--- src/rtl/jts16_trackball_mux.sv ---
// Trackball / analogue-stick position counters for System 16 cores.
// One shared adder walks the channels once per DIV line blanks; snapshots give the CPU a coherent read.
module jts16_trackball_mux #(
  parameter int          CH      = 8,
  parameter int          W       = 12,
  parameter int          DIV     = 64,
  parameter int          SHIFT   = 3,
  parameter int          DEAD    = 0,
  parameter int          DIGSTEP = 4,
  parameter int          SAT     = 0,
  parameter logic [W-1:0] INIT   = 'h100,
  localparam int         IW      = (CH > 1) ? $clog2(CH) : 1,
  localparam int         DW      = (DIV > 1) ? $clog2(DIV) : 1
) (
  input  logic            clk,
  input  logic            rst,
  input  logic            LHBL,
  input  logic            en,
  input  logic [CH*8-1:0] joyana,
  input  logic [CH-1:0]   dig_inc,
  input  logic [CH-1:0]   dig_dec,
  input  logic [CH-1:0]   inv,
  input  logic            latch,
  input  logic [IW-1:0]   sel,
  output logic [W-1:0]    dout,
  output logic            busy,
  output logic [CH*W-1:0] tb_live
);

  localparam int MAXV = (1 << W) - 1;

  typedef enum logic [1:0] {IDLE, RUN, DONE} state_t;

  state_t               state_q, state_d;
  logic [IW-1:0]        idx_q, idx_d;
  logic [DW-1:0]        div_q;
  logic                 lhbl_q;
  logic                 upd_pend_q, upd_pend_d;
  logic                 snap_pend_q, snap_pend_d;
  logic [CH-1:0][W-1:0] cnt_q, snap_q;
  logic [W-1:0]         cnt_d, dout_q;
  logic                 fall, req, snap_now;
  logic [7:0]           smp;
  int                   s_i, mag_i, a_i, d_i, sum_i;

  assign fall    = lhbl_q & ~LHBL;
  assign req     = fall & (div_q == '0) & en;
  assign busy    = (state_q != IDLE);
  assign dout    = dout_q;
  assign tb_live = cnt_q;

  // The divider keeps counting with en low so the update phase never drifts.
  always_ff @(posedge clk or negedge rst) begin
    if (!rst) begin
      lhbl_q <= 1'b1;
      div_q  <= '0;
    end else begin
      lhbl_q <= LHBL;
      if (fall) div_q <= (div_q == DW'(DIV - 1)) ? '0 : div_q + DW'(1);
    end
  end

  always_comb begin
    state_d     = state_q;
    idx_d       = idx_q;
    upd_pend_d  = upd_pend_q;
    snap_pend_d = snap_pend_q;
    snap_now    = 1'b0;
    case (state_q)
      IDLE: begin
        // Counters are not written until RUN, so a latch here sees pre-update values.
        snap_now = latch;
        if (req || upd_pend_q) begin
          state_d    = RUN;
          idx_d      = '0;
          upd_pend_d = 1'b0;
        end
      end
      RUN: begin
        if (req)   upd_pend_d  = 1'b1;
        if (latch) snap_pend_d = 1'b1;
        idx_d = idx_q + IW'(1);
        if (idx_q == IW'(CH - 1)) begin
          state_d = DONE;
          idx_d   = '0;
        end
      end
      DONE: begin
        snap_now    = snap_pend_q | latch;
        snap_pend_d = 1'b0;
        if (req) upd_pend_d = 1'b1;
        if (upd_pend_q) begin
          state_d    = RUN;
          idx_d      = '0;
          upd_pend_d = req;
        end else begin
          state_d = IDLE;
        end
      end
      default: state_d = IDLE;
    endcase
  end

  // Shared step/adder for the channel addressed by idx_q.
  always_comb begin
    smp   = joyana[{idx_q, 3'b000} +: 8];
    s_i   = int'($signed(smp));
    mag_i = (s_i < 0) ? -s_i : s_i;
    a_i   = (mag_i > DEAD) ? (s_i >>> SHIFT) : 0;
    d_i   = a_i;
    if (a_i == 0 && (dig_inc[idx_q] ^ dig_dec[idx_q]))
      d_i = dig_inc[idx_q] ? DIGSTEP : -DIGSTEP;
    if (inv[idx_q]) d_i = -d_i;
    sum_i = int'(cnt_q[idx_q]) + d_i;
    cnt_d = W'(sum_i);
    if (SAT != 0) begin
      if (sum_i < 0)         cnt_d = '0;
      else if (sum_i > MAXV) cnt_d = '1;
    end
  end

  always_ff @(posedge clk or negedge rst) begin
    if (!rst) begin
      state_q     <= IDLE;
      idx_q       <= '0;
      upd_pend_q  <= 1'b0;
      snap_pend_q <= 1'b0;
      cnt_q       <= {CH{INIT}};
      snap_q      <= {CH{INIT}};
      dout_q      <= '0;
    end else begin
      state_q     <= state_d;
      idx_q       <= idx_d;
      upd_pend_q  <= upd_pend_d;
      snap_pend_q <= snap_pend_d;
      if (state_q == RUN) cnt_q[idx_q] <= cnt_d;
      if (snap_now)       snap_q <= cnt_q;
      dout_q <= (int'(sel) < CH) ? snap_q[sel] : '0;
    end
  end

endmodule

--- config.mk ---
export PLATFORM = sky130hd
export DESIGN_NAME = jts16_trackball_mux
export DESIGN_NICKNAME = d
export VERILOG_FILES = /design/src/rtl/jts16_trackball_mux.sv
export SDC_FILE = /design/constraint.sdc
export NUM_CORES = 1
export LEC_CHECK = 0
export CAP_MARGIN = 30
export CORE_MARGIN = 10
export CORE_UTILIZATION = 57
export CTS_CLUSTER_SIZE = 28
export DETAILED_ROUTE_END_ITERATION = 10
export GPL_TIMING_DRIVEN = 0
export PLACE_DENSITY = 0.85
export SETUP_SLACK_MARGIN = 0.15
export SYNTH_ARGS = -nofsm -noshare
export SYNTH_HDL_FRONTEND = slang
export SYNTH_SLANG_ARGS = --single-unit
--- constraint.sdc ---
create_clock -name clk -period 11.45 [get_ports clk]
set_input_delay 1.7175 -clock clk [delete_from_list [all_inputs] [get_ports clk]]
set_output_delay 1.7175 -clock clk [all_outputs]
set_load 0.02 [all_outputs]
# == Word-level counts from Yosys, hierarchy flattened ==
# Cells that the tools add are included.
# word_totals
reg_bits,218
inputBits,96
output_inout_bits,109
elab_cells,97
# classes
addsub,5
order_cmp,5
eq_ne,9
shifts,1
n_mux,35
bitwise_logic,6
n_reduce_logical,13
# ops
op,count
$bwmux 96,1
$bmux 12 s3,2
$mux 12,6
$mux 32,2
$shiftx 64x7->8,1
$demux 12 s3,1
$gt 32x1->1 const B,1
$logic_not 32->1,1
$neg 8->32,1
$add 12x12->12,1
$neg 12->12,1
$ne 2x2->1 const B,5
$bmux 1 s3,3
$mux 1,9
$mux 3,3
$pmux 3 s3,1
$lt 3x4->1 const B,2
$lt 8x1->1 const B,1
$add 6x1->6 const B,1
$eq 6x6->1 const B,1
$logic_not 6->1,1
$mux 6,1
$pmux 2 s3,1
$reduce_and 3->1,2
18 further kinds,25

# == Depth between registers and ports, before layout ==
# Gate-level depths: netlist (run 1).
# depth
word_depth,12
ltp_mapped,26
depth_no_buf,23

# == Least setup slack after synthesis (run 1) ==
# OpenSTA, ideal clock, no wires.
# synth_timing
kind,in2reg
start,in joyana[29]
end,"reg cnt_q, in the netlist tb_live[10]"
setup_ns,0.083
arrival_time_ns,5.940
required_time_ns,11.367
path_slack_ns,5.427
cell_stages,20
path_cell_list,mux4_2 > mux2i_2 > o2111ai_1 > nor4b_2 > a31o_2 > nand2_1 > o21ai_0 > ha_1 > nor2_1 > xor2_1 > ha_1 > nor2b_1 > o21ai_0 > a21oi_1 > o21ai_0 > a21oi_1 > o31ai_1 > or4b_2 > o311a_1 > o21ai_0
# synth_between
elab_chain_cells,12
elab_cells_between_ends,13
classes_between,3 x add/sub; 2 x order compare; 1 x shift; 5 x mux; 2 x reduce/logical
# synth_rtl
element,line_no,text
from (decl),19,"input logic [CH*8-1:0] joyana,"
$shiftx 64x7->8 (*),106,"smp = joyana[{idx_q, 3'b000} +: 8];"
$neg 8->32 / $lt 8x1->1 (equally long branches),108,mag_i = (s_i < 0) ? -s_i : s_i;
$mux 32,108,
$gt 32x1->1,109,a_i = (mag_i > DEAD) ? (s_i >>> SHIFT) : 0;
$mux 32 (*),109,
$logic_not 32->1,111,if (a_i == 0 && (dig_inc[idx_q] ^ dig_dec[idx_q]))
$logic_and 1x1->1,111,
$mux 12 (*),111,
$neg 12->12,113,if (inv[idx_q]) d_i = -d_i;
$mux 12 (*),113,
$add 12x12->12 (*),114,sum_i = int'(cnt_q[idx_q]) + d_i;
$bwmux 96 (*),136,if (state_q == RUN) cnt_q[idx_q] <= cnt_d;
to (signal assigned),128,cnt_q <= {CH{INIT}};
"to (signal, indexed assignment)",136,
to (decl),40,"logic [CH-1:0][W-1:0] cnt_q, snap_q;"
# Mark *: on every way between the ends. The rest lies on a longest branch, timed or not.
# A chain may end at the register's enable or synchronous reset.

# == Worst setup path in the final report (run 1) ==
# layout_timing
start,in joyana[29]
end,"reg cnt_q, in the netlist tb_live[70]"
# Same word-level chain as after synthesis.

==> metrics.txt, run 1 <==
reg2reg start idx_q[0]$_DFFE_PN0P_; Die W 160 um; number of max-cap violations 0; DRC 0; Post-synth EDFFs 0; crit path capture type flip-flop; worst path buffer plus inverter count 1; Fmax 147 MHz; FFs w/ async S/R, synth 100%; first-pass GRT wire length 55,700 um; CP Launch Point joyana[29]; Syn Inst Count 1,005; post-synthesis sequential area ratio 48.7%; Post-CTS Setup Repair Bufs 0; Final ANT Viol Nets 0; Worst EP arrival 7230 ps; CP Cell Sequence clkdlybuf4s50_1 -> mux4_2 -> mux2i_2 -> o2111ai_1 -> nor4b_2 -> a31o_2 -> nand2_1 -> o21ai_0 -> ha_1 -> nor2_1 -> xor2_1 -> ha_1 -> nor2b_1 -> o21ai_0 -> a21oi_1 -> o21ai_0 -> a21oi_1 -> o31ai_1 -> or4b_2 -> o311a_1 -> o21ai_0; Max Buffers Root-to-Sink 3; hold path startpoint snap_q[41]$_DFFE_PN0P_; crit-path leading delay family compound AO/OA/AOI/OAI gates; IO Port Bufs just over 200; Crit Path Class primary input to flip-flop; hold path depth 1; H-tree levels 1; count of cell types in the netlist slightly below 70; standard-cell rows 51; reg-to-reg slack, setup 5440 ps; dpl hpwl 26,700 um; status finished, final reports clean; detailed router's first-iteration violation count 1,129; final count of pins violating max slew 0; ANT cells 0; cell mode on critical path o21ai_0; Die H 160 um; Fin. Hold Viols 0; initial antenna violation count 0; fin crit share 59.5%; Finished Cell Area 14,500 um2; DIE AREA 25,700 um2; total iterations of the first detailed-routing run 9; Slew @ Worst Pin 1070 ps; commonest non-fill, non-tap cells in the layout dfrtp_1 (201), clkdlybuf4s50_1 (201), nand2_1 (146); vias in the first global route ~9,600; Starting Density 57.8%; Setup-failing EPs final 0; CTS buffer count 22; I/O pins 205; Syn Nets 1,124; layout cell share with drive strength beyond 1 roughly 20%; mapped cell area roughly 11,000 um2; total wire length 36,700 um; CTS resizes 0; Final min period 6810 ps; Hold EP snap_q[41]$_DFFE_PN0P_; Synth Register Bits 218; Synth Area per Inst 11.2 um2; delay of the slowest critical-path stage roughly 600 ps; Final Worst Setup Slack about 4600 ps; Worst Setup Start Kind primary input; FILL cells 1,280; CP max-delay cell or4b_2; class of the worst hold path flip-flop to flip-flop; area grow syn2layout 28.6%; vias after detailed routing 9,510; GP Congestion 0.940; CTS tree yes; CTS Hold Buffers Added 0; number of vias per cell roughly 6.3; DP Worst Slack between 4000 and 5000 ps; Worst Reg-to-Reg Cells 19; pin count of the biggest net entering global routing 94; Rel. slew slack 28.4%; core area 19,500 um2; CTS Sinks 218; ys flop type dfrtp_1; clock skew 23.0 ps; YS warnings 0; clk slew on worst S/H paths 60 ps; DP Area ~14,000 um2; clock root buffer clkbuf_16; grt ovf 0; RSZ-0062 raised after global routing false; Final nets ~1,400; crit-path max FO 8; Worst-Skew Late Latency 510 ps; Avg WL per Cell 24.2 um; Total GRT Usage 27.4%; Setup TNS Final 0 ps; R2R Path End tb_live[70]$_DFFE_PN0P_; Critical Path RT 11,870 ps
per-stage QoR:
step,util (%),instances,hold WS [ps]
5_1_grt,74.3,1516,520
6_report,74.3,1516,504
3_3_place_gp,69.8,1472,484
2_1_floorplan,-,1005,475
3_5_place_dp,70.2,1475,491
4_1_cts,74.2,1515,504
layer usage:
metal	vias to the layer above	track usage, %	wire, um
li1	4088	-	-
met1	4688	33.0	13300
met2	597	46.8	18300
met3	137	6.39	3500
met4	0	9.89	1540
met5	-	0	0
kinds of logic (layout without fill, tap and decap cells):
| family | after synthesis | in the layout | share of synthesized area (%) |
|---|---|---|---|
| adders and majority gates | 23 | 23 | 2.63 |
| and+or+nand+nor | 265 | 265 | 10.3 |
| buffers and inverters | 84 | 330 | 3.21 |
| xor gates and xnor gates | 11 | 11 | 0.857 |
| DFF | 218 | 218 | 48.7 |
| muxes | 201 | 201 | 23.4 |
| AOI/OAI and AO/OA | 203 | 203 | 10.9 |
worst reg2reg max path, cell delays in order (launching register included):
cell	delay (ps)
dfrtp_1	360
buf_6	170
buf_12	140
buf_4	190
buf_2	290
buf_1	510
clkbuf_1	790
mux2i_1	410
a21oi_1	120
o221a_2	320
ha_1	310
nor2b_1	140
o21ai_0	200
a21oi_1	110
o21ai_0	250
a21oi_1	140
o31ai_1	310
or4b_2	610
o311a_1	290
o21ai_0	250
synthesized netlist by cell type (7+ instances only):
| cell type | n | area, um2 |
|---|---|---|
| a21oi_1 | 39 | 195 |
| o21ai_0 | 99 | 495 |
| nor3_1 | 20 | 100 |
| ha_1 | 22 | 275 |
| o221a_2 | 10 | 113 |
| inv_1 | 22 | 82.6 |
| mux2_2 | 119 | 1340 |
| mux4_2 | 36 | 811 |
| a31oi_1 | 10 | 62.6 |
| dfstp_2 | 17 | 447 |
| mux2i_1 | 44 | 440 |
| buf_1 | 10 | 37.5 |
| nand3_1 | 14 | 70.1 |
| nand2_1 | 146 | 548 |
| nor2_1 | 47 | 176 |
| a22oi_1 | 7 | 52.6 |
| clkbuf_1 | 42 | 158 |
| dfrtp_1 | 201 | 5030 |
| nor2b_1 | 10 | 62.6 |
worst max-delay path by stage:
stage | to | cells past startpoint
finish | tb_live[70]$_DFFE_PN0P_ | 21
detailed placement | tb_live[10]$_DFFE_PN0P_ | 21
global route | tb_live[58]$_DFFE_PN0P_ | 21
global placement | div_q[1]$_DFFE_PN0P_ | 1
floorplan | tb_live[10]$_DFFE_PN0P_ | 20
CTS | tb_live[70]$_DFFE_PN0P_ | 21
sequential cells by signal (all words and copies together), names as in the netlist:
name,count
div_q,6
tb_live,96
dout,12
snap_q,96
upd_pend_q,1
state_q,2
idx_q,3
snap_pend_q,1
lhbl_q,1
final cells by class:
class / count / area [um2] / share of cell area, %
clock inverters: 11 / 133 / 0.918
plain buffers: 61 / 274 / 1.90
clock buffers: 29 / 638 / 4.41
well taps: 265 / 332 / 2.29
multi-input cells: 703 / 5400 / 37.4
flip-flops and latches: 218 / 5480 / 37.9
inverters: 23 / 86.3 / 0.597
repair buffers: 206 / 2110 / 14.6
Power of run 1 is not shown: default switching activity piles up to over one toggle a cycle in this logic, so the estimate is an artifact.
==> run 2, diff against run 1 <==
Settings changed: CORE_UTILIZATION 57 to 53, PLACE_DENSITY 0.85 to 0.8.
Clock period 11.45 ns to 6.4 ns, I/O delays scaled along.
==> run 2 against run 1 <==
Sequential cell count did not move. Clock skew shrank 3.2 ps. Count of clock-buffer cells in the layout is the same. Cell area down 0.31%. Hold slack worse by 3.2 ps. Worst setup slack worse by 4100 ps. Core utilization is 5.5 points lower. Cell count is 0.53% higher. Non-clock buffer count stayed put. Wire length down 1.4%. Highest routed layer unchanged.
==> metrics.txt, run 2 (synthesis results as in run 1) <==
DIE AREA 27,400 um2 (+6.6%); number of max-cap violations 0 (unchanged); number of vias per cell 6.06 (-3.4%); FF+latch area 5480 um2 (unchanged); Worst-Skew Late Latency 510 ps (about the same); total iterations of the first detailed-routing run 5 (-4); R2R Path End tb_live[34]$_DFFE_PN0P_; vias in the first global route 9,434 (-1.7%); IO Port Bufs 202 (unchanged); status finished, final reports clean; delay of the slowest critical-path stage 620 ps (about the same); crit-path max FO 8 (unchanged); Final Worst Setup Slack 525 ps (-4120 ps); first-pass GRT wire length 55,200 um (-0.74%); Worst Setup Start Kind primary input; standard-cell rows 53 (+3.9%); crit path capture type flip-flop; DP Worst Slack -118 ps (-4370 ps); dpl hpwl 26,700 um (about the same); Final ANT Viol Nets 0 (unchanged); RSZ-0062 raised after global routing false; GP Congestion 0.983 (+4.5%); CTS tree yes; I/O pins 205 (unchanged); fin crit share 91.8%; DRC 0 (unchanged); Setup-failing EPs final 0 (unchanged); Avg WL per Cell 23.7 um (-1.9%); pin count of the biggest net entering global routing 121 (+29%); clock skew 19.8 ps (-3.17 ps); Slew @ Worst Pin 1010 ps (-66.5 ps); vias after detailed routing 9,238 (-2.9%); CP Cell Sequence clkdlybuf4s50_1 -> mux4_2 -> mux2i_2 -> o2111ai_1 -> nor4b_2 -> a31o_2 -> nand2_1 -> o21ai_0 -> ha_1 -> nor2_1 -> xor2_1 -> ha_1 -> nor2b_1 -> o21ai_0 -> a21oi_1 -> o21ai_1 -> a21oi_1 -> o31ai_2 -> or4b_2 -> o311a_1 -> o21ai_0; Worst EP arrival 6290 ps (-940 ps); Post-CTS Setup Repair Bufs 0 (unchanged); initial antenna violation count 0 (unchanged); Rel. slew slack 32.9% (+4.4 points); core area 21,000 um2 (+7.7%); clk slew on worst S/H paths 60 ps (about the same); multi-input logic area 5410 um2 (about the same); reg-to-reg slack, setup 520 ps (-4920 ps); total wire length 36,100 um (-1.4%); CP max-delay cell or4b_2; cell mode on critical path o21ai_0; final core occ 68.8% (-5.5 points); Final min period 5880 ps; Total GRT Usage 25.1% (-2.2 points); Max Buffers Root-to-Sink 3 (unchanged); Fin. Hold Viols 0 (unchanged); FILL cells 1,601 (+25%); layout cell share with drive strength beyond 1 19.5% (-0.049 points); detailed router's first-iteration violation count 790 (-30%); Die W 166 um (+3.2%); CTS Sinks 218 (unchanged); Starting Density 53.6% (-4.1 points); ANT cells 0 (unchanged); area grow syn2layout 28.2%; Finished Cell Area 14,400 um2 (-0.31%); CTS buffer count 22 (unchanged); clock root buffer clkbuf_16; Critical Path RT 6810 ps (-5060 ps); Die H 166 um (+3.2%); grt ovf 0 (unchanged); worst path buffer plus inverter count 1 (unchanged); reg2reg start idx_q[0]$_DFFE_PN0P_; class of the worst hold path primary input to async pin; Crit Path Class primary input to flip-flop; Final nets 1,354 (unchanged); crit-path leading delay family compound AO/OA/AOI/OAI gates; H-tree levels 1 (unchanged); Worst Reg-to-Reg Cells 19 (unchanged); DP Area 13,700 um2 (unchanged); commonest non-fill, non-tap cells in the layout dfrtp_1 (201), clkdlybuf4s50_1 (201), nand2_1 (146); Fmax 170 MHz; final count of pins violating max slew 0 (unchanged)
==> run 2: area by class of cell <==
type	instances	share of cell area (%)
buffer	61	1.90
clock buffer	29	4.43
clock inverter	9	0.573
inverter	23	0.599
multi-input combinational	703	37.5
sequential	218	38.0
tap	275	2.39
timing repair buffer	206	14.6
==> run 2: repair_timing <==
item / in CTS / in global routing
hold buffers: 0 / 0
gates resized for setup: 0 / 2
setup endpoints to repair: 0 / 8
==> run 2: how the worst max path moves through the flow <==
stage / startpoint / end / slack [ps] / cells past startpoint
global placement: rst / div_q[1]$_DFFE_PN0P_ / -4520 / 1
CTS: joyana[5] / tb_live[34]$_DFFE_PN0P_ / 360 / 21
floorplan: joyana[29] / tb_live[10]$_DFFE_PN0P_ / 1130 / 20
finish: joyana[5] / tb_live[34]$_DFFE_PN0P_ / 520 / 21
detailed placement: joyana[5] / tb_live[10]$_DFFE_PN0P_ / -120 / 21
global route: joyana[32] / tb_live[34]$_DFFE_PN0P_ / 160 / 23
==> run 2: metal layers <==
layer | routed length, um | track usage (%) | vias to the layer above
met5 | 0 | 0 | -
met4 | 1230 | 8.67 | 0
met3 | 2800 | 4.47 | 91
met2 | 17800 | 42.2 | 438
met1 | 14300 | 32.0 | 4625
li1 | - | - | 4084
==> run 2: stage by stage <==
step / cells / setup TNS [ps] / hold WS, ps
6_report: 1524 / 0 / 500
2_1_floorplan: 1005 / 0 / 475
4_1_cts: 1523 / 0 / 506
3_3_place_gp: 1482 / -933330 / 484
5_1_grt: 1524 / 0 / 516
3_5_place_dp: 1485 / -795 / 491
Power of run 2 is left out for the same reason.
==> run 3, diff against run 2 <==
Settings changed: GPL_ROUTABILITY_DRIVEN set to 0.
==> run 3 against run 2 <==
Via count rose by 1.1%. Core utilization barely moved. Register-to-register slack barely moved. Die area did not move. Sequential cell count did not move.
==> metrics.txt, run 3 (synthesis results as in run 1) <==
Total GRT Usage 25.1% (about the same); multi-input logic area 5410 um2 (unchanged); RSZ-0062 raised after global routing false; total iterations of the first detailed-routing run 5 (unchanged); Slew @ Worst Pin 1000 ps (-5.83 ps); CP max-delay cell or4b_2; commonest non-fill, non-tap cells in the layout dfrtp_1 (201), clkdlybuf4s50_1 (201), nand2_1 (146); CTS Hold Buffers Added 0 (unchanged); clock skew 10.1 ps (-9.69 ps); Max Buffers Root-to-Sink 3 (unchanged); Setup-failing EPs final 0 (unchanged); dpl hpwl 26,600 um (-0.11%); Starting Density 53.6% (unchanged); core area 21,000 um2 (unchanged); Worst-Skew Late Latency 510 ps (about the same); Setup TNS Final 0 ps (unchanged); Critical Path RT 6820 ps (about the same); Worst EP arrival 6390 ps (+100 ps); FILL cells 1,554 (-2.9%); standard-cell rows 53 (unchanged); grt ovf 0 (unchanged); Die H 166 um (unchanged); Die W 166 um (unchanged); number of vias per cell 6.12 (+0.92%); Rel. slew slack 33.2% (+0.39 points); Final min period 5980 ps (+100 ps); H-tree levels 1 (unchanged); Avg WL per Cell 23.7 um (-0.16%); total wire length 36,100 um (about the same); Final Worst Setup Slack 425 ps (-100 ps); ANT cells 0 (unchanged); delay of the slowest critical-path stage 610 ps (about the same); clk slew on worst S/H paths 70 ps (about the same); number of max-cap violations 0 (unchanged); class of the worst hold path flip-flop to flip-flop; final count of pins violating max slew 0 (unchanged); worst hold margin 502 ps (+2.13 ps); status finished, final reports clean; vias after detailed routing 9,335 (+1.1%); CTS tree yes; crit-path max FO 8 (unchanged); CTS Sinks 218 (unchanged); Fmax 167 MHz (-1.7%); IO Port Bufs 202 (unchanged); CTS buffer count 22 (unchanged); layout cell share with drive strength beyond 1 19.6% (+0.13 points); pin count of the biggest net entering global routing 128 (+5.8%); vias in the first global route 9,503 (+0.73%); cell mode on critical path o21ai_0; Final nets 1,355 (+0.074%); first-pass GRT wire length 55,500 um (+0.46%); initial antenna violation count 0 (unchanged); CP Cell Sequence clkdlybuf4s50_1 -> mux2_2 -> a22oi_1 -> o221a_2 -> ha_1 -> a21oi_1 -> o211ai_1 -> o22ai_1 -> nand2_1 -> o21ai_0 -> ha_1 -> nor2_1 -> xor2_1 -> ha_1 -> nor2b_1 -> o21ai_0 -> a21oi_1 -> o21ai_0 -> a21oi_1 -> o31ai_2 -> or4b_2 -> o311a_1 -> o21ai_0; DIE AREA 27,400 um2 (unchanged); I/O pins 205 (unchanged); crit path capture type flip-flop; Final ANT Viol Nets 0 (unchanged); DP Worst Slack -8.54 ps (+110 ps); area grow syn2layout 28.2% (about the same); FF+latch area 5480 um2 (unchanged); fin crit share 93.4% (+1.6 points); Fin. Hold Viols 0 (unchanged); Worst Setup Start Kind primary input; Crit Path Class primary input to flip-flop; clock root buffer clkbuf_16; detailed router's first-iteration violation count 941 (+19%); DRC 0 (unchanged)
## run 3: per-layer routing
metal	GRT usage, %	wire length (um)	up-vias
met1	31.6	14100	4665
met3	4.59	2960	102
met2	42.5	17700	486
met5	0	0	-
li1	-	-	4082
met4	8.78	1370	0
## run 3: critical path: cells and delay by family
| kind | cells | cell delay, ps |
|---|---|---|
| adders and majority gates | 3 | 830 |
| muxes | 1 | 260 |
| xor gates and xnor gates | 1 | 160 |
| buffers and inverters | 1 | 410 |
| and+or+nand+nor | 4 | 990 |
| AOI/OAI and AO/OA | 13 | 2760 |
## run 3: repair_timing
item,in CTS,in global routing
setup buffers,0,1
endpoints found under the setup margin,0,8
gates resized for setup,0,1
## run 3: metrics by stage
| step | instance area, um2 | instances | util, % |
|---|---|---|---|
| after floorplan | 11200 | 1005 | - |
| after global placement | 13600 | 1482 | 64.9 |
| after detailed placement | 13700 | 1484 | 65.2 |
| after CTS | 14400 | 1523 | 68.6 |
| after global routing | 14400 | 1526 | 68.8 |
| final | 14400 | 1526 | 68.8 |
## run 3: worst paths after layout
path,startpoint,endpoint,slack [ps],cells after the start
setup / recovery,joyana[24],tb_live[22]$_DFFE_PN0P_,420,23
hold / removal,snap_q[31]$_DFFE_PN0P_,snap_q[31]$_DFFE_PN0P_,500,1
setup reg to reg,idx_q[0]$_DFFE_PN0P_,tb_live[22]$_DFFE_PN0P_,520,24
hold reg to reg,snap_q[31]$_DFFE_PN0P_,snap_q[31]$_DFFE_PN0P_,500,1
max in group asynchronous,rst,snap_q[44]$_DFFE_PN1P_,4830,2
min in group asynchronous,rst,snap_q[50]$_DFFE_PN0P_,570,1
## run 3: area by class of cell
class	instances	share of cell area [%]
Sequential cell	218	38.0
Multi-Input combinational cell	703	37.5
Timing Repair Buffer	207	14.6
Clock buffer	32	4.71
Tap cell	275	2.39
Buffer	61	1.90
Inverter	23	0.599
Clock inverter	7	0.260
Power of run 3 is left out for the same reason.
